--- config.mk ---
export PLATFORM = sky130hd
export DESIGN_NAME = wb_stage
export DESIGN_NICKNAME = d
export VERILOG_FILES = /design/src/rtl/wb_stage_pkg.sv /design/src/rtl/wb_stage_load_extend.sv /design/src/rtl/wb_stage.sv
export SDC_FILE = /design/constraint.sdc
export NUM_CORES = 1
export LEC_CHECK = 0
export CAP_MARGIN = 25
export CORE_MARGIN = 5
export CORE_UTILIZATION = 25
export CTS_BUF_LIST = sky130_fd_sc_hd__clkbuf_8 sky130_fd_sc_hd__clkbuf_16
export DETAILED_ROUTE_END_ITERATION = 12
export GPL_TIMING_DRIVEN = 0
export MAX_ROUTING_LAYER = met4
export PLACE_DENSITY_LB_ADDON = 0.15
export REMOVE_ABC_BUFFERS = 1
export SYNTH_ARGS = -nofsm -noshare
export SYNTH_HDL_FRONTEND = slang
export SYNTH_SLANG_ARGS = --single-unit
--- constraint.sdc ---
create_clock -name clk -period 3 [get_ports clk]
set_input_delay 0.75 -clock clk [delete_from_list [all_inputs] [get_ports clk]]
set_output_delay 0.75 -clock clk [all_outputs]
set_load 0.01 [all_outputs]
--- src/rtl/wb_stage_pkg.sv ---
// -----------------------------------------------------------------------------
// wb_stage_pkg
// Shared definitions for the writeback stage: bus widths that must line up
// with the register file, the load funct3 encodings, and the FSM states.
// -----------------------------------------------------------------------------
package wb_stage_pkg;

  // Widths of the register-file data bus, address bus and retire counter.
  localparam int unsigned WB_XLEN   = 32;
  localparam int unsigned WB_REG_AW = 5;
  localparam int unsigned WB_CNT_W  = 64;

  // Load funct3 encodings.
  localparam logic [2:0] F3_LB  = 3'b000;
  localparam logic [2:0] F3_LH  = 3'b001;
  localparam logic [2:0] F3_LW  = 3'b010;
  localparam logic [2:0] F3_LBU = 3'b100;
  localparam logic [2:0] F3_LHU = 3'b101;

  typedef enum logic [1:0] {
    ST_IDLE      = 2'b00,  // nothing in flight
    ST_WRITE     = 2'b01,  // write port holds a completed result
    ST_WAIT_LOAD = 2'b10   // load accepted, waiting for dmem data
  } wb_state_e;

endpackage

--- src/rtl/wb_stage_load_extend.sv ---
// -----------------------------------------------------------------------------
// wb_stage_load_extend
// Combinational sub-word load extraction and sign/zero extension.
// Ports:
//   rdata_i   - raw aligned word from data memory
//   funct3_i  - load type (LB/LH/LW/LBU/LHU; others pass the word)
//   addr_lo_i - low two bits of the load effective address
//   result_o  - extended value for the register file
// -----------------------------------------------------------------------------
module wb_stage_load_extend
  import wb_stage_pkg::*;
#(
  parameter int unsigned XLEN = WB_XLEN
) (
  input  logic [XLEN-1:0] rdata_i,
  input  logic [2:0]      funct3_i,
  input  logic [1:0]      addr_lo_i,
  output logic [XLEN-1:0] result_o
);

  logic [7:0]  byte_s;
  logic [15:0] half_s;

  assign byte_s = rdata_i[{addr_lo_i, 3'b000} +: 8];
  // addr_lo_i[0] is ignored for halves: misaligned halves trap upstream.
  assign half_s = rdata_i[{addr_lo_i[1], 4'b0000} +: 16];

  // Select and extend the addressed byte/half according to the load type.
  always_comb begin
    result_o = rdata_i;
    case (funct3_i)
      F3_LB:   result_o = {{(XLEN-8){byte_s[7]}}, byte_s};
      F3_LH:   result_o = {{(XLEN-16){half_s[15]}}, half_s};
      F3_LW:   result_o = rdata_i;
      F3_LBU:  result_o = {{(XLEN-8){1'b0}}, byte_s};
      F3_LHU:  result_o = {{(XLEN-16){1'b0}}, half_s};
      default: result_o = rdata_i;
    endcase
  end

endmodule

--- src/rtl/wb_stage.sv ---
// -----------------------------------------------------------------------------
// wb_stage
// Writeback stage between MEM and the register file. Accepts one retiring
// instruction per handshake, waits for load data when needed, and drives the
// register-file write port from registers. Also counts retired instructions.
// Ports:
//   clk, rst                - clock; asynchronous active-low reset
//   mem_valid / mem_ready   - retire handshake from the MEM stage
//   mem_rd_we, mem_rd_addr  - destination register write enable / address
//   mem_alu_result          - result for non-load instructions
//   mem_is_load, mem_funct3, mem_addr_lo - load descriptor
//   dmem_rvalid, dmem_rdata - load data return from data memory
//   we, waddr, wdata        - registered register-file write port
//   instret                 - retired-instruction counter
// -----------------------------------------------------------------------------
module wb_stage
  import wb_stage_pkg::*;
#(
  parameter int unsigned XLEN   = WB_XLEN,
  parameter int unsigned REG_AW = WB_REG_AW,
  parameter int unsigned CNT_W  = WB_CNT_W
) (
  input  logic              clk,
  input  logic              rst,
  input  logic              mem_valid,
  output logic              mem_ready,
  input  logic              mem_rd_we,
  input  logic [REG_AW-1:0] mem_rd_addr,
  input  logic [XLEN-1:0]   mem_alu_result,
  input  logic              mem_is_load,
  input  logic [2:0]        mem_funct3,
  input  logic [1:0]        mem_addr_lo,
  input  logic              dmem_rvalid,
  input  logic [XLEN-1:0]   dmem_rdata,
  output logic              we,
  output logic [REG_AW-1:0] waddr,
  output logic [XLEN-1:0]   wdata,
  output logic [CNT_W-1:0]  instret
);

  wb_state_e         state_q;
  logic              we_q;
  logic [REG_AW-1:0] waddr_q;
  logic [XLEN-1:0]   wdata_q;
  logic [REG_AW-1:0] rd_addr_q;
  logic              rd_we_q;
  logic [2:0]        funct3_q;
  logic [1:0]        addr_lo_q;
  logic [CNT_W-1:0]  instret_q;
  logic [CNT_W-1:0]  instret_d;

  logic              accept_s;
  logic              mem_rd_nz_s;
  logic              cap_rd_nz_s;
  logic [XLEN-1:0]   ext_s;

  // Gating with rst keeps ready low for the whole reset assertion.
  assign mem_ready   = rst && (state_q != ST_WAIT_LOAD);
  assign accept_s    = mem_valid && mem_ready;
  assign mem_rd_nz_s = (mem_rd_addr != {REG_AW{1'b0}});
  assign cap_rd_nz_s = (rd_addr_q != {REG_AW{1'b0}});

  wb_stage_load_extend #(
    .XLEN (XLEN)
  ) u_load_extend (
    .rdata_i   (dmem_rdata),
    .funct3_i  (funct3_q),
    .addr_lo_i (addr_lo_q),
    .result_o  (ext_s)
  );

  // Writeback FSM with registered write-port outputs and load capture.
  always_ff @(posedge clk or negedge rst) begin
    if (!rst) begin
      state_q   <= ST_IDLE;
      we_q      <= 1'b0;
      waddr_q   <= {REG_AW{1'b0}};
      wdata_q   <= {XLEN{1'b0}};
      rd_addr_q <= {REG_AW{1'b0}};
      rd_we_q   <= 1'b0;
      funct3_q  <= 3'b000;
      addr_lo_q <= 2'b00;
    end else begin
      case (state_q)
        ST_IDLE, ST_WRITE: begin
          if (accept_s) begin
            if (mem_is_load) begin
              state_q   <= ST_WAIT_LOAD;
              rd_addr_q <= mem_rd_addr;
              rd_we_q   <= mem_rd_we;
              funct3_q  <= mem_funct3;
              addr_lo_q <= mem_addr_lo;
              we_q      <= 1'b0;
            end else begin
              state_q <= ST_WRITE;
              wdata_q <= mem_alu_result;
              waddr_q <= mem_rd_addr;
              // x0 is never written, but the instruction still retires.
              we_q    <= mem_rd_we && mem_rd_nz_s;
            end
          end else begin
            state_q <= ST_IDLE;
            we_q    <= 1'b0;
          end
        end
        ST_WAIT_LOAD: begin
          if (dmem_rvalid) begin
            state_q <= ST_WRITE;
            wdata_q <= ext_s;
            waddr_q <= rd_addr_q;
            we_q    <= rd_we_q && cap_rd_nz_s;
          end else begin
            state_q <= ST_WAIT_LOAD;
            we_q    <= 1'b0;
          end
        end
        default: begin
          state_q <= ST_IDLE;
          we_q    <= 1'b0;
        end
      endcase
    end
  end

  // Every cycle spent in WRITE is exactly one retired instruction.
  always_comb begin
    if (state_q == ST_WRITE) begin
      instret_d = instret_q + {{(CNT_W-1){1'b0}}, 1'b1};
    end else begin
      instret_d = instret_q;
    end
  end

  // Retired-instruction counter register; wraps naturally.
  always_ff @(posedge clk or negedge rst) begin
    if (!rst) begin
      instret_q <= {CNT_W{1'b0}};
    end else begin
      instret_q <= instret_d;
    end
  end

  assign we      = we_q;
  assign waddr   = waddr_q;
  assign wdata   = wdata_q;
  assign instret = instret_q;

endmodule
==> flow_metrics.py, run 1 <==
metrics = {
    "status": {
        "outcome": "completed",
    },
    "clock_tree": {
        "clock_path_buffers": 2,
        "cts_setup_buffers": 0,
        "cts_max_level": 4,
        "clock_latency_ns": 0.41,
        "path_clk_slew_ns": 0.06,
        "cts_tree": "yes",
        "cts_resized": 1,
        "hold_buffers": 0,
        "root_buffer": "clkbuf_16",
        "cts_buffers": 17,
        "cts.sinks": 115,
    },
    "synthesis": {
        "async_flop_share": 1.00,
        "syn_area_per_cell_um2": 9.89,
        "synth_edf_count": 0,
        "synthCells": 588,
        "ys_ff_latch": 115,
        "synth.most_common_cell": "dfrtp_1",
        "synth_area_um2": 5820,
        "synth.area.top_cells": "dfrtp_1, nand2_1, mux2_2",
        "ys_seq_area_frac": 0.495,
        "ys.flop_type": "dfrtp_1",
        "synth_cell_types": 40,
        "synth_commonest_cells": "dfrtp_1, nand2_1, nor2_1, a21oi_1, xnor2_1",
        "synth_top_area_frac": 0.495,
        "yosys_warnings": 0,
        "synth_area_leader_cell": "dfrtp_1",
    },
    "sta": {
        "final-setup-viol-count": 0,
        "fin_crit_ns": 2.91,
        "fin_crit_sh": 0.970,
        "fin_setup_tns_ns": 0,
        "maxSlewViolCount": 0,
        "finalHoldViolCount": 0,
        "fmax_ghz": 0.344,
        "setup_ws_ns": 0.0904,
        "fin_skew_ns": 0.0106,
        "worst_pin_slew_ns": 0.913,
        "holdWs_ns": 0.274,
        "relSlewSlack": 0.389,
        "rsz0062_at_grt": "false",
    },
    "grt": {
        "grt_start_max_net_pins": 74,
        "grt_pass1_wl_um": 30700,
        "grt_pass1_vias": 5413,
        "antenna_found_initial": 0,
        "grt.total_usage": 0.151,
        "gr-total-overflow": 0,
    },
    "place": {
        "portBuffers": 182,
        "detailed_place_hpwl_um": 13600,
        "pre_cts_slack_ns": -0.700,
        "routabilityCongestion": 0.783,
    },
    "worst_setup_path": {
        "crit_type": "reg2out",
        "reg2regPathDepth": 7,
        "cp_data_required_time_ns": 2.25,
        "critical_path.max_fanout": 9,
        "startpoint_type": "flip-flop",
        "cp.arrival_ns": 2.16,
        "worstSetupEndpointType": "output pin",
    },
    "flow_run": {
        "drv_cap": 0,
    },
    "die": {
        "dieHeight_um": 163,
        "die-area_um2": 26400,
        "initial_core_util": 0.255,
        "fp.dieW_um": 163,
        "num_io_pins": 183,
        "rows": 55,
        "core_um2": 22800,
    },
    "routing": {
        "drt_iter0_markers": 263,
        "routed_wl_um": 19200,
        "via_count": 5139,
        "avgViaCountPerCell": 4.70,
        "drc": 0,
        "wl_per_cell_um": 17.6,
        "ant_nets": 0,
        "first_pass_iters": 7,
    },
    "final_layout": {
        "drive_above_1_share": 0.104,
        "utilization": 0.379,
        "syn_to_final_growth_pct": 48.6,
        "num-nets-final": 848,
        "diodes": 0,
    },
    "power_and_ir_drop": {
        "combinationalPowerShare": 0.255,
        "pwr_density_cell_nw_per_um2": 602,
        "switching_share": 0.298,
        "ir_drop_uv": 307,
        "p_int_mw": 3.65,
        "pwr-share-seq": 0.378,
        "switchingPower_mw": 1.55,
        "power_frac_clock": 0.367,
        "leakagePower_nw": 3.54,
    },
    "hold_path": {
        "hold_path_class": "in2async",
    },
}
## critical path, stage by stage (launching register included)
cell	delay [ns]
dfrtp_1	0.49
nand2b_1	0.51
and2_1	0.21
clkdlybuf4s50_1	0.54
## power groups by stage
stage               combinational (mW)  clock (mW)  sequential [mW]
floorplan                        0.445           0             2.07
global placement                  1.21           0             2.03
detailed placement                1.29           0             2.01
CTS                               1.30        1.97             1.99
global route                      1.45        2.05             2.00
finish                            1.33        1.91             1.97
## registers in the layout, indices dropped and copies added, names as in the netlist
signal / flops
we: 1
rd_addr_q: 5
rd_we_q: 1
waddr: 5
instret: 64
funct3_q: 3
addr_lo_q: 2
wdata: 32
state_q: 2
## placed cells by master (no fill, tap or decap), types with 3 or more instances in the layout
cell type,Yosys,layout
nor2_1,49,49
clkdlybuf4s50_1,0,181
clkinvlp_4,0,5
nand4_1,16,16
dfrtp_1,115,115
inv_1,10,12
nor4_1,7,7
nand2_1,81,81
mux2_2,26,26
buf_16,0,4
xor2_1,30,30
and3_1,8,8
nand3_1,31,31
o221ai_1,8,8
nand2b_1,9,9
o311ai_0,8,8
and4_1,3,3
xnor2_1,33,33
mux2i_1,3,3
a21oi_1,33,32
clkinv_2,0,4
clkbuf_16,0,17
nor4_2,6,6
nor3_1,14,14
a31oi_1,5,5
o2bb2ai_1,16,16
o21ai_0,16,16
nor2b_1,12,10
## final cells by class
class,instances,area [um^2]
Fill cell,2230,14100
Sequential cell,115,2880
Multi-Input combinational cell,434,2810
Timing Repair Buffer,188,1970
Clock buffer,18,439
Tap cell,313,392
Clock inverter,14,116
Inverter,11,42.5
## path summary, 6_finish.rpt
path / start / to / slack, ns
max reg2reg: state_q[1] / wdata[11] / 0.27
min in group clk: instret[63] / instret[63] / 0.47
min: rst / instret[33] / 0.27
min reg2reg: instret[63] / instret[63] / 0.47
max in group asynchronous: rst / state_q[1] / 1.98
max: state_q[0] / mem_ready / 0.09
## through the flow
step | cells | power, mW | area, um^2
2_1_floorplan | 559 | 2.52 | 5700
3_3_place_gp | 1054 | 3.24 | 7920
3_5_place_dp | 1059 | 3.30 | 8050
4_1_cts | 1092 | 5.27 | 8620
5_1_grt | 1093 | 5.50 | 8640
6_report | 1093 | 5.20 | 8640
## logic make-up after synthesis
group,count (synthesis),share of synthesized area
and+or+nand+nor,248,0.219
muxes,30,0.0594
xor gates and xnor gates,63,0.0949
buffers and inverters,40,0.0267
DFF,115,0.495
adders and majority gates,1,0.00215
AOI/OAI and AO/OA,91,0.103
## per-layer routing
metal	global-route usage	up-vias	part of all wire
met5	-	-	0
met4	0.0412	0	0.012
met3	0.0509	14	0.080
met2	0.237	182	0.46
met1	0.189	2502	0.44
li1	-	2441	-
Power figures use the tool's default switching activity.
==> inputs of run 2 (changes only) <==
--- a/config.mk
+++ b/config.mk
@@ -7,13 +7,14 @@
 export LEC_CHECK = 0
 export CAP_MARGIN = 25
 export CORE_MARGIN = 5
-export CORE_UTILIZATION = 25
+export CORE_UTILIZATION = 42
 export CTS_BUF_LIST = sky130_fd_sc_hd__clkbuf_8 sky130_fd_sc_hd__clkbuf_16
 export DETAILED_ROUTE_END_ITERATION = 12
 export GPL_TIMING_DRIVEN = 0
 export MAX_ROUTING_LAYER = met4
 export PLACE_DENSITY_LB_ADDON = 0.15
 export REMOVE_ABC_BUFFERS = 1
+export SETUP_SLACK_MARGIN = 0.5
 export SYNTH_ARGS = -nofsm -noshare
 export SYNTH_HDL_FRONTEND = slang
 export SYNTH_SLANG_ARGS = --single-unit
==> constraint.sdc (replaced) <==
create_clock -name clk -period 2.65 [get_ports clk]
set_input_delay 0.6625 -clock clk [delete_from_list [all_inputs] [get_ports clk]]
set_output_delay 0.6625 -clock clk [all_outputs]
set_load 0.01 [all_outputs]
==> run 2 against run 1 <==
Wire length down 6.7%. Utilization grew 25 points. Die area decreased by 38%. Non-clock buffer count increased by 10. Cell count down 11%. Via count up 2.7%. Sequential power grew 14%. Critical path depth fell by 2. Total power up 13%. Clock skew shrank 0.00058 ns. Clock-buffer cell count rose by 2. Critical path type unchanged. Critical endpoint is now instret[41]. Largest cell class is now multi-input combinational cells. Largest power group unchanged.
==> flow_metrics.py, run 2 (same netlist as run 1, synthesis figures left out) <==
metrics = {
    "status": {
        "outcome": "completed",
    },
    "die": {
        "dieHeight_um": 128,
        "die-area_um2": 16300,
        "num_io_pins": 183,
        "initial_core_util": 0.424,
        "fp.dieW_um": 128,
        "rows": 43,
        "core_um2": 13700,
    },
    "routing": {
        "drc": 0,
        "avgViaCountPerCell": 5.43,
        "first_pass_iters": 4,
        "ant_nets": 0,
        "drt_iter0_markers": 353,
        "via_count": 5279,
        "wl_per_cell_um": 18.4,
        "routed_wl_um": 17900,
    },
    "clock_tree": {
        "hold_buffers": 0,
        "cts_max_level": 4,
        "clock_path_buffers": 2,
        "root_buffer": "clkbuf_16",
        "cts.sinks": 115,
        "clock_latency_ns": 0.40,
        "cts_buffers": 17,
        "cts_tree": "yes",
        "path_clk_slew_ns": 0.05,
    },
    "sta": {
        "relSlewSlack": 0.482,
        "rsz0062_at_grt": "true",
        "maxSlewViolCount": 0,
        "fin_skew_ns": 0.00999,
        "finalHoldViolCount": 0,
        "fmax_ghz": 0.477,
        "worst_pin_slew_ns": 0.774,
        "final-setup-viol-count": 0,
        "fin_crit_sh": 0.792,
        "holdWs_ns": 0.0852,
        "fin_crit_ns": 2.10,
    },
    "worst_setup_path": {
        "slowest_stage": "clkdlybuf4s50_1",
        "cp_data_required_time_ns": 1.99,
        "crit_type": "reg2out",
        "critical_path.max_fanout": 6,
        "startpoint_type": "flip-flop",
        "slowest_delay_ns": 0.58,
        "cp.arrival_ns": 1.44,
        "crit_family": "buffers and inverters",
        "path_buf_inv": 1,
        "path_cells": "clkdlybuf4s50_1",
        "worstSetupEndpointType": "output pin",
    },
    "final_layout": {
        "syn_to_final_growth_pct": 48.8,
        "utilization": 0.631,
        "ff_latch_area_um2": 2890,
        "drive_above_1_share": 0.138,
        "diodes": 0,
        "final_common_cell": "clkdlybuf4s50_1",
        "design_area_um2": 8650,
        "n_fill_cell": 1132,
        "final_cell_mix": "clkdlybuf4s50_1, dfrtp_1, nand2_1",
        "largest_reg_flops": 64,
        "num-nets-final": 861,
        "multi_input_area_um2": 2900,
    },
    "grt": {
        "grt_pass1_vias": 5522,
        "grt.total_usage": 0.232,
        "grt_pass1_wl_um": 29000,
        "grt_start_max_net_pins": 66,
        "gr-total-overflow": 0,
        "antenna_found_initial": 0,
    },
    "power_and_ir_drop": {
        "ir_drop_uv": 443,
        "pwr_density_cell_nw_per_um2": 682,
        "leakagePower_nw": 3.67,
    },
    "flow_run": {
        "drv_cap": 0,
    },
    "place": {
        "portBuffers": 182,
        "routabilityCongestion": 0.844,
        "place_area_um2": 7830,
        "detailed_place_hpwl_um": 12100,
    },
    "hold_path": {
        "hold_path_class": "in2async",
    },
}
-- run 2: cell types whose count changed in the layout (fill, tap and decap cells not counted), sizes merged, moves of 2 or more --
cell	delta
clkbuf	+2
clkinv	-2
buf	+9
o31a	+2
clkinvlp	-5
inv	+3
-- run 2: repair_timing --
action,4_1_cts,5_1_grt
setup endpoints to repair,71,63
resized for setup,21,12
pin swaps,1,3
cloned,5,0
setup buffers,5,6
-- run 2: worst register-to-register path, delay by kind of cell (launching register included) --
kind	cells	cell delay (ns)
and+or+nand+nor	4	1.35
xor gates and xnor gates	1	0.17
DFF	1	0.44
-- run 2: cell type report --
class,instances,area share
Multi-Input combinational cell,437,0.335
Sequential cell,115,0.334
Timing Repair Buffer,198,0.234
Clock buffer,20,0.0539
Tap cell,180,0.0260
Clock inverter,11,0.0113
Inverter,11,0.00535
-- run 2: routing by layer --
metal	GRT usage	routed length [um]	up-vias
li1	-	-	2474
met1	0.277	7280	2561
met2	0.371	8720	203
met3	0.0671	1440	41
met4	0.0980	501	0
met5	-	0	-
-- run 2: report_power, final --
part           total, mW  switching, mW  internal, mW  leakage [nW]
registers           2.25          0.228          2.02          1.48
clock network       2.16          0.740          1.42         0.303
logic               1.49          0.669         0.822          1.88
-- run 2: final timing paths --
kind	start	to	slack [ns]	cells after the start
max in group asynchronous	rst	state_q[1]	2.00	2
hold / removal	rst	wdata[30]	0.09	1
setup / recovery	instret[41]	instret[41]	0.55	1
hold reg to reg	instret[63]	instret[63]	0.47	1
min in group clk	instret[63]	instret[63]	0.47	1
setup reg to reg	state_q[1]	instret[57]	0.61	5
-- run 2: through the flow --
step / cells / TNS (ns) / power [mW] / setup slack [ns]
after floorplan: 559 / -12.89 / 2.85 / -0.588
after global placement: 921 / -676.46 / 3.62 / -5.86
after detailed placement: 925 / -27.54 / 3.69 / -1.38
after CTS: 966 / 0 / 5.94 / 0.496
after global routing: 972 / 0 / 6.20 / 0.452
final: 972 / 0 / 5.90 / 0.552
